==> src/rtl/uart_rx_framer.sv <==
// UART receiver: 2-flop rx synchronizer, free-running baud tick generator and a
// start/data/parity/stop framer with 7/8 data bits, none/even/odd parity and 1/1.5/2 stop bits.
module uart_rx_framer #(
  parameter int OVRSAMPLING = 16,
  parameter int DVSR_WIDTH  = 11
) (
  input  logic                  clk,
  input  logic                  reset,
  input  logic                  rx,
  input  logic [DVSR_WIDTH-1:0] dvsr,
  input  logic                  data_bit,
  input  logic [1:0]            parity,
  input  logic [1:0]            stop_bits,
  output logic [7:0]            dout,
  output logic                  rx_done_tick,
  output logic                  parity_err,
  output logic                  frame_err
);

  localparam int TW = $clog2(OVRSAMPLING);
  localparam logic [TW-1:0] TICK_LAST = TW'(OVRSAMPLING - 1);
  localparam logic [TW-1:0] TICK_HALF = TW'(OVRSAMPLING / 2 - 1);

  localparam logic [2:0] ST_IDLE   = 3'd0;
  localparam logic [2:0] ST_START  = 3'd1;
  localparam logic [2:0] ST_DATA   = 3'd2;
  localparam logic [2:0] ST_PARITY = 3'd3;
  localparam logic [2:0] ST_STOP   = 3'd4;

  logic                  rx_meta_q, rx_sync_q;
  logic [DVSR_WIDTH-1:0] baud_cnt_q, baud_cnt_d;
  logic                  tick;
  logic [2:0]            state_q, state_d;
  logic [TW-1:0]         tick_cnt_q, tick_cnt_d;
  logic [2:0]            bit_cnt_q, bit_cnt_d;
  logic [7:0]            shreg_q, shreg_d;
  logic                  bits8_q, bits8_d;
  logic [1:0]            par_mode_q, par_mode_d;
  logic [1:0]            stop_mode_q, stop_mode_d;
  logic                  stop_phase_q, stop_phase_d;
  logic                  par_err_acc_q, par_err_acc_d;
  logic                  stop_err_acc_q, stop_err_acc_d;
  logic                  armed_q, armed_d;
  logic [7:0]            dout_q, dout_d;
  logic                  done_q, done_d;
  logic                  perr_q, perr_d;
  logic                  ferr_q, ferr_d;

  logic                  par_en;
  logic [2:0]            last_bit;
  logic                  par_x;
  logic                  finish;
  logic                  fin_ferr;

  assign tick       = (baud_cnt_q == dvsr);
  assign baud_cnt_d = tick ? '0 : baud_cnt_q + DVSR_WIDTH'(1);

  assign par_en   = (par_mode_q == 2'b01) || (par_mode_q == 2'b10);
  assign last_bit = bits8_q ? 3'd7 : 3'd6;
  assign par_x    = (^shreg_q) ^ rx_sync_q;

  // NOTE: every signal assigned here gets a default first, so no path leaves one unassigned (no latches).
  always_comb begin
    state_d        = state_q;
    tick_cnt_d     = tick_cnt_q;
    bit_cnt_d      = bit_cnt_q;
    shreg_d        = shreg_q;
    bits8_d        = bits8_q;
    par_mode_d     = par_mode_q;
    stop_mode_d    = stop_mode_q;
    stop_phase_d   = stop_phase_q;
    par_err_acc_d  = par_err_acc_q;
    stop_err_acc_d = stop_err_acc_q;
    armed_d        = armed_q;
    dout_d         = dout_q;
    perr_d         = perr_q;
    ferr_d         = ferr_q;
    done_d         = 1'b0;
    finish         = 1'b0;
    fin_ferr       = 1'b0;

    case (state_q)
      ST_IDLE: begin
        tick_cnt_d = '0;
        // A line still low after a frame must go high before a new start is accepted.
        if (rx_sync_q)    armed_d = 1'b1;
        else if (armed_q) state_d = ST_START;
      end
      ST_START: if (tick) begin
        if (tick_cnt_q == TICK_HALF) begin
          tick_cnt_d = '0;
          if (!rx_sync_q) begin
            state_d        = ST_DATA;
            bit_cnt_d      = '0;
            shreg_d        = '0;
            bits8_d        = data_bit;
            par_mode_d     = parity;
            stop_mode_d    = stop_bits;
            stop_phase_d   = 1'b0;
            par_err_acc_d  = 1'b0;
            stop_err_acc_d = 1'b0;
          end else begin
            state_d = ST_IDLE;
          end
        end else begin
          tick_cnt_d = tick_cnt_q + TW'(1);
        end
      end
      ST_DATA: if (tick) begin
        if (tick_cnt_q == TICK_LAST) begin
          tick_cnt_d = '0;
          shreg_d    = {rx_sync_q, shreg_q[7:1]};
          if (bit_cnt_q == last_bit) begin
            bit_cnt_d = '0;
            state_d   = par_en ? ST_PARITY : ST_STOP;
          end else begin
            bit_cnt_d = bit_cnt_q + 3'd1;
          end
        end else begin
          tick_cnt_d = tick_cnt_q + TW'(1);
        end
      end
      ST_PARITY: if (tick) begin
        if (tick_cnt_q == TICK_LAST) begin
          tick_cnt_d    = '0;
          par_err_acc_d = (par_mode_q == 2'b10) ? ~par_x : par_x;
          state_d       = ST_STOP;
        end else begin
          tick_cnt_d = tick_cnt_q + TW'(1);
        end
      end
      ST_STOP: if (tick) begin
        if (!stop_phase_q) begin
          if (tick_cnt_q == TICK_LAST) begin
            tick_cnt_d = '0;
            if ((stop_mode_q == 2'b10) || (stop_mode_q == 2'b01)) begin
              stop_phase_d   = 1'b1;
              stop_err_acc_d = ~rx_sync_q;
            end else begin
              finish   = 1'b1;
              fin_ferr = ~rx_sync_q;
            end
          end else begin
            tick_cnt_d = tick_cnt_q + TW'(1);
          end
        end else if (stop_mode_q == 2'b10) begin
          if (tick_cnt_q == TICK_LAST) begin
            finish   = 1'b1;
            fin_ferr = stop_err_acc_q | ~rx_sync_q;
          end else begin
            tick_cnt_d = tick_cnt_q + TW'(1);
          end
        end else begin
          // One-and-half: the trailing half bit is only waited out, never sampled.
          if (tick_cnt_q == TICK_HALF) begin
            finish   = 1'b1;
            fin_ferr = stop_err_acc_q;
          end else begin
            tick_cnt_d = tick_cnt_q + TW'(1);
          end
        end
      end
      default: state_d = ST_IDLE;
    endcase

    if (finish) begin
      state_d      = ST_IDLE;
      tick_cnt_d   = '0;
      stop_phase_d = 1'b0;
      armed_d      = 1'b0;
      dout_d       = bits8_q ? shreg_q : {1'b0, shreg_q[7:1]};
      perr_d       = par_err_acc_q;
      ferr_d       = fin_ferr;
      done_d       = 1'b1;
    end
  end

  // NOTE: sequential state uses non-blocking assignments so all flops update together at the edge.
  always_ff @(posedge clk) begin
    if (reset) begin
      rx_meta_q      <= 1'b1;
      rx_sync_q      <= 1'b1;
      baud_cnt_q     <= '0;
      state_q        <= ST_IDLE;
      tick_cnt_q     <= '0;
      bit_cnt_q      <= '0;
      shreg_q        <= '0;
      bits8_q        <= 1'b1;
      par_mode_q     <= 2'b00;
      stop_mode_q    <= 2'b00;
      stop_phase_q   <= 1'b0;
      par_err_acc_q  <= 1'b0;
      stop_err_acc_q <= 1'b0;
      armed_q        <= 1'b1;
      dout_q         <= '0;
      done_q         <= 1'b0;
      perr_q         <= 1'b0;
      ferr_q         <= 1'b0;
    end else begin
      rx_meta_q      <= rx;
      rx_sync_q      <= rx_meta_q;
      baud_cnt_q     <= baud_cnt_d;
      state_q        <= state_d;
      tick_cnt_q     <= tick_cnt_d;
      bit_cnt_q      <= bit_cnt_d;
      shreg_q        <= shreg_d;
      bits8_q        <= bits8_d;
      par_mode_q     <= par_mode_d;
      stop_mode_q    <= stop_mode_d;
      stop_phase_q   <= stop_phase_d;
      par_err_acc_q  <= par_err_acc_d;
      stop_err_acc_q <= stop_err_acc_d;
      armed_q        <= armed_d;
      dout_q         <= dout_d;
      done_q         <= done_d;
      perr_q         <= perr_d;
      ferr_q         <= ferr_d;
    end
  end

  assign dout         = dout_q;
  assign rx_done_tick = done_q;
  assign parity_err   = perr_q;
  assign frame_err    = ferr_q;

endmodule

==> config.mk <==
export PLATFORM = sky130hd
export DESIGN_NAME = uart_rx_framer
export DESIGN_NICKNAME = d
export VERILOG_FILES = /design/src/rtl/uart_rx_framer.sv
export SDC_FILE = /design/constraint.sdc
export NUM_CORES = 1
export LEC_CHECK = 0
export ABC_AREA = 0
export CAP_MARGIN = 40
export CORE_ASPECT_RATIO = 1.1
export CORE_MARGIN = 2
export CORE_UTILIZATION = 45
export DETAILED_ROUTE_END_ITERATION = 7
export PLACE_DENSITY = 0.66
export SYNTH_ARGS = -nofsm -noshare
export SYNTH_HDL_FRONTEND = slang
export SYNTH_SLANG_ARGS = --single-unit
==> constraint.sdc <==
create_clock -name clk -period 5.75 [get_ports clk]
set_clock_uncertainty 0.2 [all_clocks]
set_input_delay 1.4375 -clock clk [delete_from_list [all_inputs] [get_ports clk]]
set_output_delay 1.4375 -clock clk [all_outputs]
set_load 0.01 [all_outputs]
# Yosys cells after proc, flatten, opt, wreduce, memory -nomap -nowiden
# Index checks and enable logic that the tools add are counted.
# classes
n_addsub,3
n_eq_ne,29
mux,74
n_bitwise,5
reduce_logical,21
# op_table
op,n
two-way mux 3 bit,16
two-way mux 8 bit,6
two-way mux 4 bit,9
two-way mux 1 bit,35
"!= test 2 bit, second input constant",14
AND reduction 6 bit,3
one-hot mux 4 bit (4 select lines),1
one-hot mux 8 bit (2 select lines),1
one-hot mux 3 bit (5 select lines),1
"adder 11 x 1 -> 11 bit, second input constant",1
== test 11 bit,1
AND reduction 10 bit,1
nonzero test 2 bit,5
"!= test 4 bit, second input constant",2
AND reduction 8 bit,1
parity 8 bit,1
"== test 3 x 2 -> 1 bit, second input constant",2
one-hot mux 1 bit (2 select lines),3
one-hot mux 3 bit (2 select lines),1
OR reduction 2 bit,3
AND reduction 5 bit,1
"adder 4 x 1 -> 4 bit, second input constant",1
"== test 2 x 1 -> 1 bit, second input constant",2
"== test 2 bit, second input constant",2
other kinds (16),19
# totals
register_bits,51
in_bits,19
out_inout_bits,11
elab_cells,150

# Longest topological paths before layout
# Gate-level depths: netlist of run 1.
# depth
ltp_word,9
ltp_mapped,9
depth_no_buf,8

# Worst setup path before layout of run 1
# OpenSTA, ideal clock, no wires.
# synth_path
path_kind,input -> register
start,input dvsr[5]
end,register bit_cnt_q[0]
setup_time_ns,0.070
t_arrival_ns,3.195
required_time_ns,5.480
path_slack_ns,2.284
path_stages,7
path_buffers,1
path_cell_list,xor2_1 nor4_2 nand3_1 buf_6 or4_4 or3_1 a21oi_1
# synth_via
elab_chain_len,3
elab_cells_between_ends,4
cone_classes,eq/ne (3); reduce/logical (1)
# synth_rtl
element,line_no,rtl
"start, declared",10,"input logic [DVSR_WIDTH-1:0] dvsr,"
== test 11 bit (*),55,assign tick = (baud_cnt_q == dvsr);
!= test 2 bit (no source line),n/a,
AND reduction 6 bit (no source line) (*),n/a,
"end signal, assigned",205,bit_cnt_q <= bit_cnt_d;
"end, declared",35,"logic [2:0] bit_cnt_q, bit_cnt_d;"
# Every way passes the cells marked *; elsewhere a longest branch is shown, timed or not.
# A chain may end at the register's enable or synchronous reset.

# Final worst setup path of run 1
# layout_path
start,input dvsr[4]
end,register bit_cnt_q[2]
# Same word-level chain as after synthesis.

==> impl_metrics.ini, run 1 <==
[synthesis]
synth.area.top_cells = sky130_fd_sc_hd__dfxtp_1 (39%), sky130_fd_sc_hd__mux2i_1 (7.3%), sky130_fd_sc_hd__xor2_1 (5.7%)
synth.area.mux_share = 0.0733
yosys_warnings = 0
synthAdderAreaFrac = 0.0241
postSynthRegisterBits = 51
synth_area_per_cell_sq_um = 8.65
syn_inst = 300
synth_compound_gate_area_share = 0.129
synth_xor_area_frac = 0.103
synth_top_family_by_area = simple AND/OR/NAND/NOR gates
synth_sequential_area_ratio = 0.393
syn-num-nets = 324
synth_async_sr_flop_share = 0
synth.largest_area_cell = sky130_fd_sc_hd__dfxtp_1
synth_top_cell_area_share = 0.393
yosys.area_share.simple = 0.239
netlist_area_sq_um = 2590
edff_count_synth = 0
synthFlopType = sky130_fd_sc_hd__dfxtp_1
synth.distinct_cells = 47

[detailed_routing]
post_drt_wl_per_cell_microns = 13.1
vias = 2122
drt_drc_violations_left = 0
antenna_violating_nets_post_route = 0
total_iterations_of_the_first_detailed_routing_run = 4
initial_drc_count = 99
total_routed_length_microns = 5220
routed_via_density = 5.32

[grt]
grt_overall_usage = 0.174
first_global_vias = 2024
first_pass_grt_wire_length_microns = 9170
grt_start_max_net_pins = 22
antenna_found_initial = 0
overflow = 0

[sta]
final-hold-violation-count = 0
slew_violations = 0
tightestPinTransition_ns = 0.904
final_critical_period_ns = 4.11
fmax_mhz = 243
max_slew_margin = 0.393
setup_violations = 0
totalNegativeSetupSlack_ns = 0
final.period_utilization = 0.715
rsz0062_at_grt = false

[setup_path]
critical_path_peak_fanout = 11
timing.rr.start = baud_cnt_q[2]
startpoint_type = input port
reg2reg_depth = 6
critical_path_arrival_ns = 4.15
criticalPathCategory = in2reg
timing.critical_path.required_ns = 5.79
critical_path.endpoint_type = flop
startpoint_of_the_most_critical_setup_path = dvsr[4]

[hold_path]
hold_path_startpoint = rx_meta_q
hold_path_class = reg2reg
worst_hold_path.num_cells = 1

[power]
vdd.ir_drop.worst_v = 0.000184
p_leak_nw = 1.06
powerDensity_nw_per_um2 = 212

[cells_and_area]
antenna_cells_inserted = 0
final_common_cell = sky130_fd_sc_hd__dfxtp_1
final_design_area_no_fill_sq_um = 3040
final_cell_mix = sky130_fd_sc_hd__dfxtp_1 (51), sky130_fd_sc_hd__nor2_1 (34), sky130_fd_sc_hd__clkdlybuf4s50_1 (29)
layout.nets = 345
layout-drive-gt1-share = 0.0652
fillers = 562
synthToLayoutAreaGrowth_pct = 17.3

[placement]
place.detailed.hpwl_microns = 3820
buffer_ports.inserted = 29
globalplace.congestion = 0.769
placed_cell_area_sq_um = 2930

[cts]
clk_pin_slew_worst_paths_ns = 0.09
cts_max_path_buffers = 2
clkLatencyLatePin_ns = 0.31
cts_sinks = 51
postCtsSetupBuffers = 0
cts_root_buf = sky130_fd_sc_hd__clkbuf_8
cts_tree = yes
post_cts.resized_instances = 0
cts_buffers = 5
cts_hold_repair.buffers = 0
ctsHtreeMaxLevel = 2

[floorplanning]
floorplan.core_area_sq_um = 5660
design.die.area_sq_um = 6390
rows = 29
floorplan.initialDensity = 0.458
fp.dieH_microns = 83.6
io-pin-count = 30
die_span_x_microns = 76.4

[outcome]
run_status = finished, final reports clean

[run]
max-cap-violations = 0
cell families (layout without fill, tap and decap cells):
logic type                 after synthesis  in the layout
muxes                                   19             19
and+or+nand+nor                        118            118
buffers and inverters                   24             46
xor gates and xnor gates                29             29
DFF                                     51             51
AOI/OAI and AO/OA                       54             54
adders and majority gates                5              5
flip-flops by register name, indices dropped and copies added, names as in the netlist, 2 cells and up:
register     flops
dout             8
bit_cnt_q        3
baud_cnt_q      11
state_q          3
shreg_q          8
tick_cnt_q       4
par_mode_q       2
stop_mode_q      2
per-layer routing:
layer / up-vias / routed length (microns) / global-route usage
li1: 1098 / - / -
met1: 975 / 2400 / 0.210
met2: 39 / 2570 / 0.303
met3: 10 / 164 / 0.0379
met4: 0 / 84 / 0.0595
met5: - / 0 / 0
report_power, final:
group          total [W]  internal, W  switching [W]
Sequential      0.000360     0.000356     0.00000465
Clock           0.000251     0.000130       0.000121
Combinational  0.0000356    0.0000195      0.0000161
Total           0.000647     0.000505       0.000142
critical path, cell delays in order:
cell and delay (ns):
sky130_fd_sc_hd__clkdlybuf4s50_1 0.41, sky130_fd_sc_hd__xor2_1 0.15, sky130_fd_sc_hd__nor4_2 0.43, sky130_fd_sc_hd__nand3_1 0.45, sky130_fd_sc_hd__nor4_2 0.91, sky130_fd_sc_hd__nand4b_1 0.18
sky130_fd_sc_hd__a21oi_1 0.18
cells in the mapped netlist, types with 4 or more instances:
cell	count
sky130_fd_sc_hd__mux2i_1	19
sky130_fd_sc_hd__nand2_1	23
sky130_fd_sc_hd__nand3_1	19
sky130_fd_sc_hd__nor3_1	5
sky130_fd_sc_hd__dfxtp_1	51
sky130_fd_sc_hd__o21ai_0	7
sky130_fd_sc_hd__a21oi_1	25
sky130_fd_sc_hd__xnor2_1	11
sky130_fd_sc_hd__inv_1	7
sky130_fd_sc_hd__ha_1	5
sky130_fd_sc_hd__a211oi_1	9
sky130_fd_sc_hd__xor2_1	17
sky130_fd_sc_hd__nor2_1	34
sky130_fd_sc_hd__or3_1	4
sky130_fd_sc_hd__clkbuf_1	14
sky130_fd_sc_hd__nand2b_1	5
path summary, 6_finish.rpt:
path                  end  slack [ns]
min             rx_sync_q        0.22
max          bit_cnt_q[2]        1.64
max reg2reg  bit_cnt_q[2]        2.79
min reg2reg     rx_sync_q        0.22
metrics by stage:
step | power (W) | hold WS (ns) | setup slack, ns | utilization | instances
after global routing | 0.000668 | 0.249 | 1.31 | 0.538 | 399
after CTS | 0.000651 | 0.221 | 1.60 | 0.538 | 399
after global placement | 0.000404 | 0.196 | 1.44 | 0.518 | 391
final | 0.000647 | 0.219 | 1.64 | 0.538 | 399
after detailed placement | 0.000404 | 0.198 | 1.28 | 0.518 | 391
after floorplan | 0.000387 | 0.189 | 2.28 | - | 300
area by class of cell:
cell class	count	area, sq um	share of cell area
Sequential cell	51	1020	0.336
Inverter	7	26.3	0.00863
Clock buffer	5	68.8	0.0226
Timing Repair Buffer	31	305	0.100
Clock inverter	3	43.8	0.0144
Tap cell	77	96.3	0.0317
Multi-Input combinational cell	225	1480	0.487
(Power assumes the default switching activity.)
==> inputs of run 2 (changes only) <==
Settings changed: PLACE_DENSITY 0.66 to 0.69.
Clock period 5.75 ns to 3.5 ns, I/O delays scaled along.
==> run 2 against run 1 <==
Net effect: die area did not move; cell count rose by 2.8%; global-route usage barely moved; critical path depth rose by 1; worst setup slack got worse by 1.1 ns; flip-flop and latch count did not move; combinational power rose by 72%; design area rose by 2.4%; core utilization rose by 1.3 points; sequential share of layout area fell by 0.79 points; routed wire length rose by 0.59%; largest cell class unchanged.
==> impl_metrics.ini, run 2 (synthesis results as in run 1) <==
[placement]
place.detailed.hpwl_microns = 3840
globalplace.congestion = 0.869
buffer_ports.inserted = 29
dpl_worst_slack_ns = 0.162
placed_cell_area_sq_um = 3010

[detailed_routing]
total_routed_length_microns = 5250
antenna_violating_nets_post_route = 0
drt_drc_violations_left = 0
total_iterations_of_the_first_detailed_routing_run = 4
initial_drc_count = 75
post_drt_wl_per_cell_microns = 12.8
routed_via_density = 5.26
vias = 2156

[outcome]
run_status = finished, final reports clean

[cts]
clkLatencyLatePin_ns = 0.31
cts_max_path_buffers = 2
cts_hold_repair.buffers = 0
clk_pin_slew_worst_paths_ns = 0.09
postCtsSetupBuffers = 0
cts_sinks = 51
cts_root_buf = sky130_fd_sc_hd__clkbuf_8
cts_buffers = 5
cts_tree = yes
ctsHtreeMaxLevel = 2
post_cts.resized_instances = 0

[power]
power.share.sequential = 0.574
p_clk_frac = 0.367
p_leak_nw = 1.11
internal_power_w = 0.000799
p_sw_w = 0.000233
switching_share_of_power = 0.226
powerDensity_nw_per_um2 = 331
power.total_w = 0.00103
comb_power_share = 0.059
vdd.ir_drop.worst_v = 0.000195

[cells_and_area]
layout.area.seq_sq_um = 1020
fillers = 552
antenna_cells_inserted = 0
top_register = baud_cnt_q
final_cell_mix = sky130_fd_sc_hd__dfxtp_1 (51), sky130_fd_sc_hd__nor2_1 (34), sky130_fd_sc_hd__clkdlybuf4s50_1 (29)
final_common_cell = sky130_fd_sc_hd__dfxtp_1
layout.nets = 356
synthToLayoutAreaGrowth_pct = 20.1
multi_input_comb_area_sq_um = 1480
largest_register_ff_count = 11
layout-drive-gt1-share = 0.0961
final_design_area_no_fill_sq_um = 3120

[grt]
grt_start_max_net_pins = 22
first_global_vias = 2011
first_pass_grt_wire_length_microns = 9050
grt_overall_usage = 0.174
antenna_found_initial = 0
overflow = 0

[setup_path]
timing.critical_path.slowest_stage_cell = sky130_fd_sc_hd__or4_1
timing.critical_path.slowest_cell_delay_ns = 0.51
criticalPathCategory = in2reg
critical_path.top_delay_family = simple AND/OR/NAND/NOR gates
startpoint_type = input port
critical_path_arrival_ns = 3.04
critical_path.endpoint_type = flop
critical_path_peak_fanout = 5
critPathBufInv = 2
cp_cell_sequence = clkdlybuf4s50_1 > xor2_1 > nor4_2 > nand3_1 > buf_4 > o22a_1 > or4_1 > a21oi_1
timing.critical_path.required_ns = 3.55

[floorplanning]
floorplan.initialDensity = 0.458
design.die.area_sq_um = 6390
fp.dieH_microns = 83.6
die_span_x_microns = 76.4
rows = 29
io-pin-count = 30
floorplan.core_area_sq_um = 5660

[sta]
final.period_utilization = 0.855
fmax_mhz = 334
final_critical_path_setup_slack_ns = 0.508
final_critical_period_ns = 2.99
totalNegativeSetupSlack_ns = 0
hold-worst-slack_ns = 0.220
max_slew_margin = 0.507
tightestPinTransition_ns = 0.737
final-hold-violation-count = 0
rsz0062_at_grt = false
slew_violations = 0
setup_violations = 0

[run]
max-cap-violations = 0

[hold_path]
hold_path_class = reg2reg
run 2: power by group through the flow:
stage               logic [W]  clock network, W  registers, W
global route        0.0000677          0.000416      0.000593
floorplan           0.0000328                 0      0.000602
CTS                 0.0000619          0.000394      0.000592
finish              0.0000612          0.000379      0.000592
detailed placement  0.0000617                 0      0.000605
global placement    0.0000616                 0      0.000605
run 2: final timing paths:
| path | endpoint | from | cells past startpoint | slack [ns] |
|---|---|---|---|---|
| min | rx_sync_q | rx_meta_q | 1 | 0.22 |
| max reg2reg | state_q[0] | tick_cnt_q[0] | 7 | 1.04 |
| min reg2reg | rx_sync_q | rx_meta_q | 1 | 0.22 |
| max | tick_cnt_q[3] | dvsr[5] | 8 | 0.51 |
run 2: cell type report:
cell class	count	share of cell area
Inverter	7	0.00843
Timing Repair Buffer	42	0.124
Clock inverter	1	0.00241
Multi-Input combinational cell	225	0.475
Clock buffer	7	0.0309
Sequential cell	51	0.328
Tap cell	77	0.0309
run 2: per-layer routing:
layer	global-route usage	up-vias	routed length (microns)
met2	0.310	50	2690
met4	0.0793	0	88
met3	0.0227	7	154
met5	0	-	0
met1	0.208	981	2320
li1	-	1118	-
run 2: metrics by stage:
step,std cells,util
after floorplan,300,-
after global placement,402,0.532
after detailed placement,402,0.532
after CTS,410,0.551
after global routing,410,0.551
final,410,0.551
==> inputs of run 3 (changes only) <==
Settings changed: CORE_UTILIZATION 45 to 50, PLACE_DENSITY 0.69 to 0.75, SKIP_CTS_REPAIR_TIMING from default to 1.
==> run 3 against run 2 <==
Net effect: routed wire length up 1.8%; non-clock buffer count down 2; fmax up 0.25%; register-to-register slack worse by 0.03 ns; clock power up 15%; sequential share of layout area up 0.092 points; sequential power about the same; global-route usage up 2.6 points; worst setup slack better by 0.0075 ns; cell count down 5.1%; critical path depth unchanged; core utilization up 7.1 points; critical endpoint unchanged; largest cell class unchanged; highest routed layer unchanged.
==> impl_metrics.ini, run 3 (synthesis results as in run 1) <==
[setup_path]
timing.critical_path.required_ns = 3.55
critical_path_peak_fanout = 7
critical_path.endpoint_type = flop
critical_path_arrival_ns = 3.04
startpoint_type = input port
criticalPathCategory = in2reg

[sta]
fmax_mhz = 335
setup_violations = 0
totalNegativeSetupSlack_ns = 0
final_critical_period_ns = 2.98
final-hold-violation-count = 0
tightestPinTransition_ns = 0.714
slew_violations = 0
max_slew_margin = 0.522
final.period_utilization = 0.853
final_critical_path_setup_slack_ns = 0.515
rsz0062_at_grt = false

[placement]
place.detailed.hpwl_microns = 3880
globalplace.congestion = 0.859
dpl_worst_slack_ns = 0.190
buffer_ports.inserted = 29
dpl.cell_count = 381

[cts]
clkLatencyLatePin_ns = 0.31
cts_tree = yes
cts_max_path_buffers = 2
cts_root_buf = sky130_fd_sc_hd__clkbuf_8
ctsHtreeMaxLevel = 2
cts_sinks = 51
clk_pin_slew_worst_paths_ns = 0.10
cts_buffers = 5

[detailed_routing]
initial_drc_count = 88
post_drt_wl_per_cell_microns = 13.7
total_iterations_of_the_first_detailed_routing_run = 4
antenna_violating_nets_post_route = 0
drt_drc_violations_left = 0
routed_via_density = 5.56
vias = 2163
total_routed_length_microns = 5350

[floorplanning]
die_span_x_microns = 72.7
fp.dieH_microns = 79.6
floorplan.initialDensity = 0.519
rows = 27
design.die.area_sq_um = 5780
floorplan.core_area_sq_um = 5000
io-pin-count = 30

[cells_and_area]
antenna_cells_inserted = 0
largest_register_ff_count = 11
top_register = baud_cnt_q
synthToLayoutAreaGrowth_pct = 19.8
final_cell_mix = sky130_fd_sc_hd__dfxtp_1 (51), sky130_fd_sc_hd__nor2_1 (34), sky130_fd_sc_hd__clkdlybuf4s50_1 (29)
stdcell_count = 389
postLayoutCoreUtil = 0.622
final_common_cell = sky130_fd_sc_hd__dfxtp_1
layout.nets = 354
fillers = 442
layout-drive-gt1-share = 0.0906

[grt]
first_global_vias = 2099
antenna_found_initial = 0
first_pass_grt_wire_length_microns = 9220
grt_start_max_net_pins = 22
overflow = 0
grt_overall_usage = 0.200

[power]
p_leak_nw = 1.11
vdd.ir_drop.worst_v = 0.000237
powerDensity_nw_per_um2 = 350

[hold_path]
hold_path_class = reg2reg

[outcome]
run_status = finished, final reports clean

[run]
max-cap-violations = 0
[run 3: cell count changes in the layout (fill, tap and decap cells not counted), sizes merged]
| cell | previous run | this run |
|---|---|---|
| bufinv | 0 | 1 |
| clkbuf | 7 | 6 |
| clkinvlp | 1 | 0 |
| buf | 13 | 11 |
| inv | 7 | 8 |
[run 3: metal layers]
layer / vias to the layer above / share of wire / global-route usage
met4: 0 / 0.020 / 0.0870
met3: 8 / 0.024 / 0.0391
met5: - / 0 / 0
met1: 1016 / 0.45 / 0.234
met2: 29 / 0.50 / 0.350
li1: 1110 / - / -
[run 3: cell type report]
type                    instances  area [sq um]  share of cell area
multi-input cells             225          1480               0.477
flip-flops and latches         51          1020               0.329
repair buffers                 40           385               0.124
clock buffers                   6          82.6              0.0266
well taps                      58          72.6              0.0233
clock inverters                 2          38.8              0.0125
inverters                       7          26.3             0.00845
[run 3: per-stage QoR]
stage | total power, W | hold WS [ns] | instance area [sq um]
floorplan | 0.000635 | 0.189 | 2590
global route | 0.00113 | 0.234 | 3110
detailed placement | 0.000667 | 0.200 | 2990
finish | 0.00109 | 0.220 | 3110
CTS | 0.00110 | 0.224 | 3110
global placement | 0.000665 | 0.197 | 2990
[run 3: worst paths after layout]
check | from | to | slack, ns | cells past startpoint
setup / recovery | dvsr[4] | tick_cnt_q[3] | 0.52 | 8
hold / removal | rx_meta_q | rx_sync_q | 0.22 | 1
hold reg to reg | rx_meta_q | rx_sync_q | 0.22 | 1
setup reg to reg | tick_cnt_q[0] | state_q[0] | 1.01 | 7
[run 3: worst max-delay path, cell delays in order]
cell and delay (ns):
sky130_fd_sc_hd__clkdlybuf4s50_1 0.42, sky130_fd_sc_hd__xor2_1 0.15, sky130_fd_sc_hd__nor4_2 0.30, sky130_fd_sc_hd__nand3_1 0.16, sky130_fd_sc_hd__buf_4 0.17, sky130_fd_sc_hd__o22a_1 0.28
sky130_fd_sc_hd__or4_1 0.53, sky130_fd_sc_hd__a21oi_1 0.15
[run 3: power breakdown]
group          switching (W)  internal (W)
registers         0.00000784      0.000584
logic              0.0000265     0.0000344
clock network       0.000201      0.000235
total               0.000236      0.000854
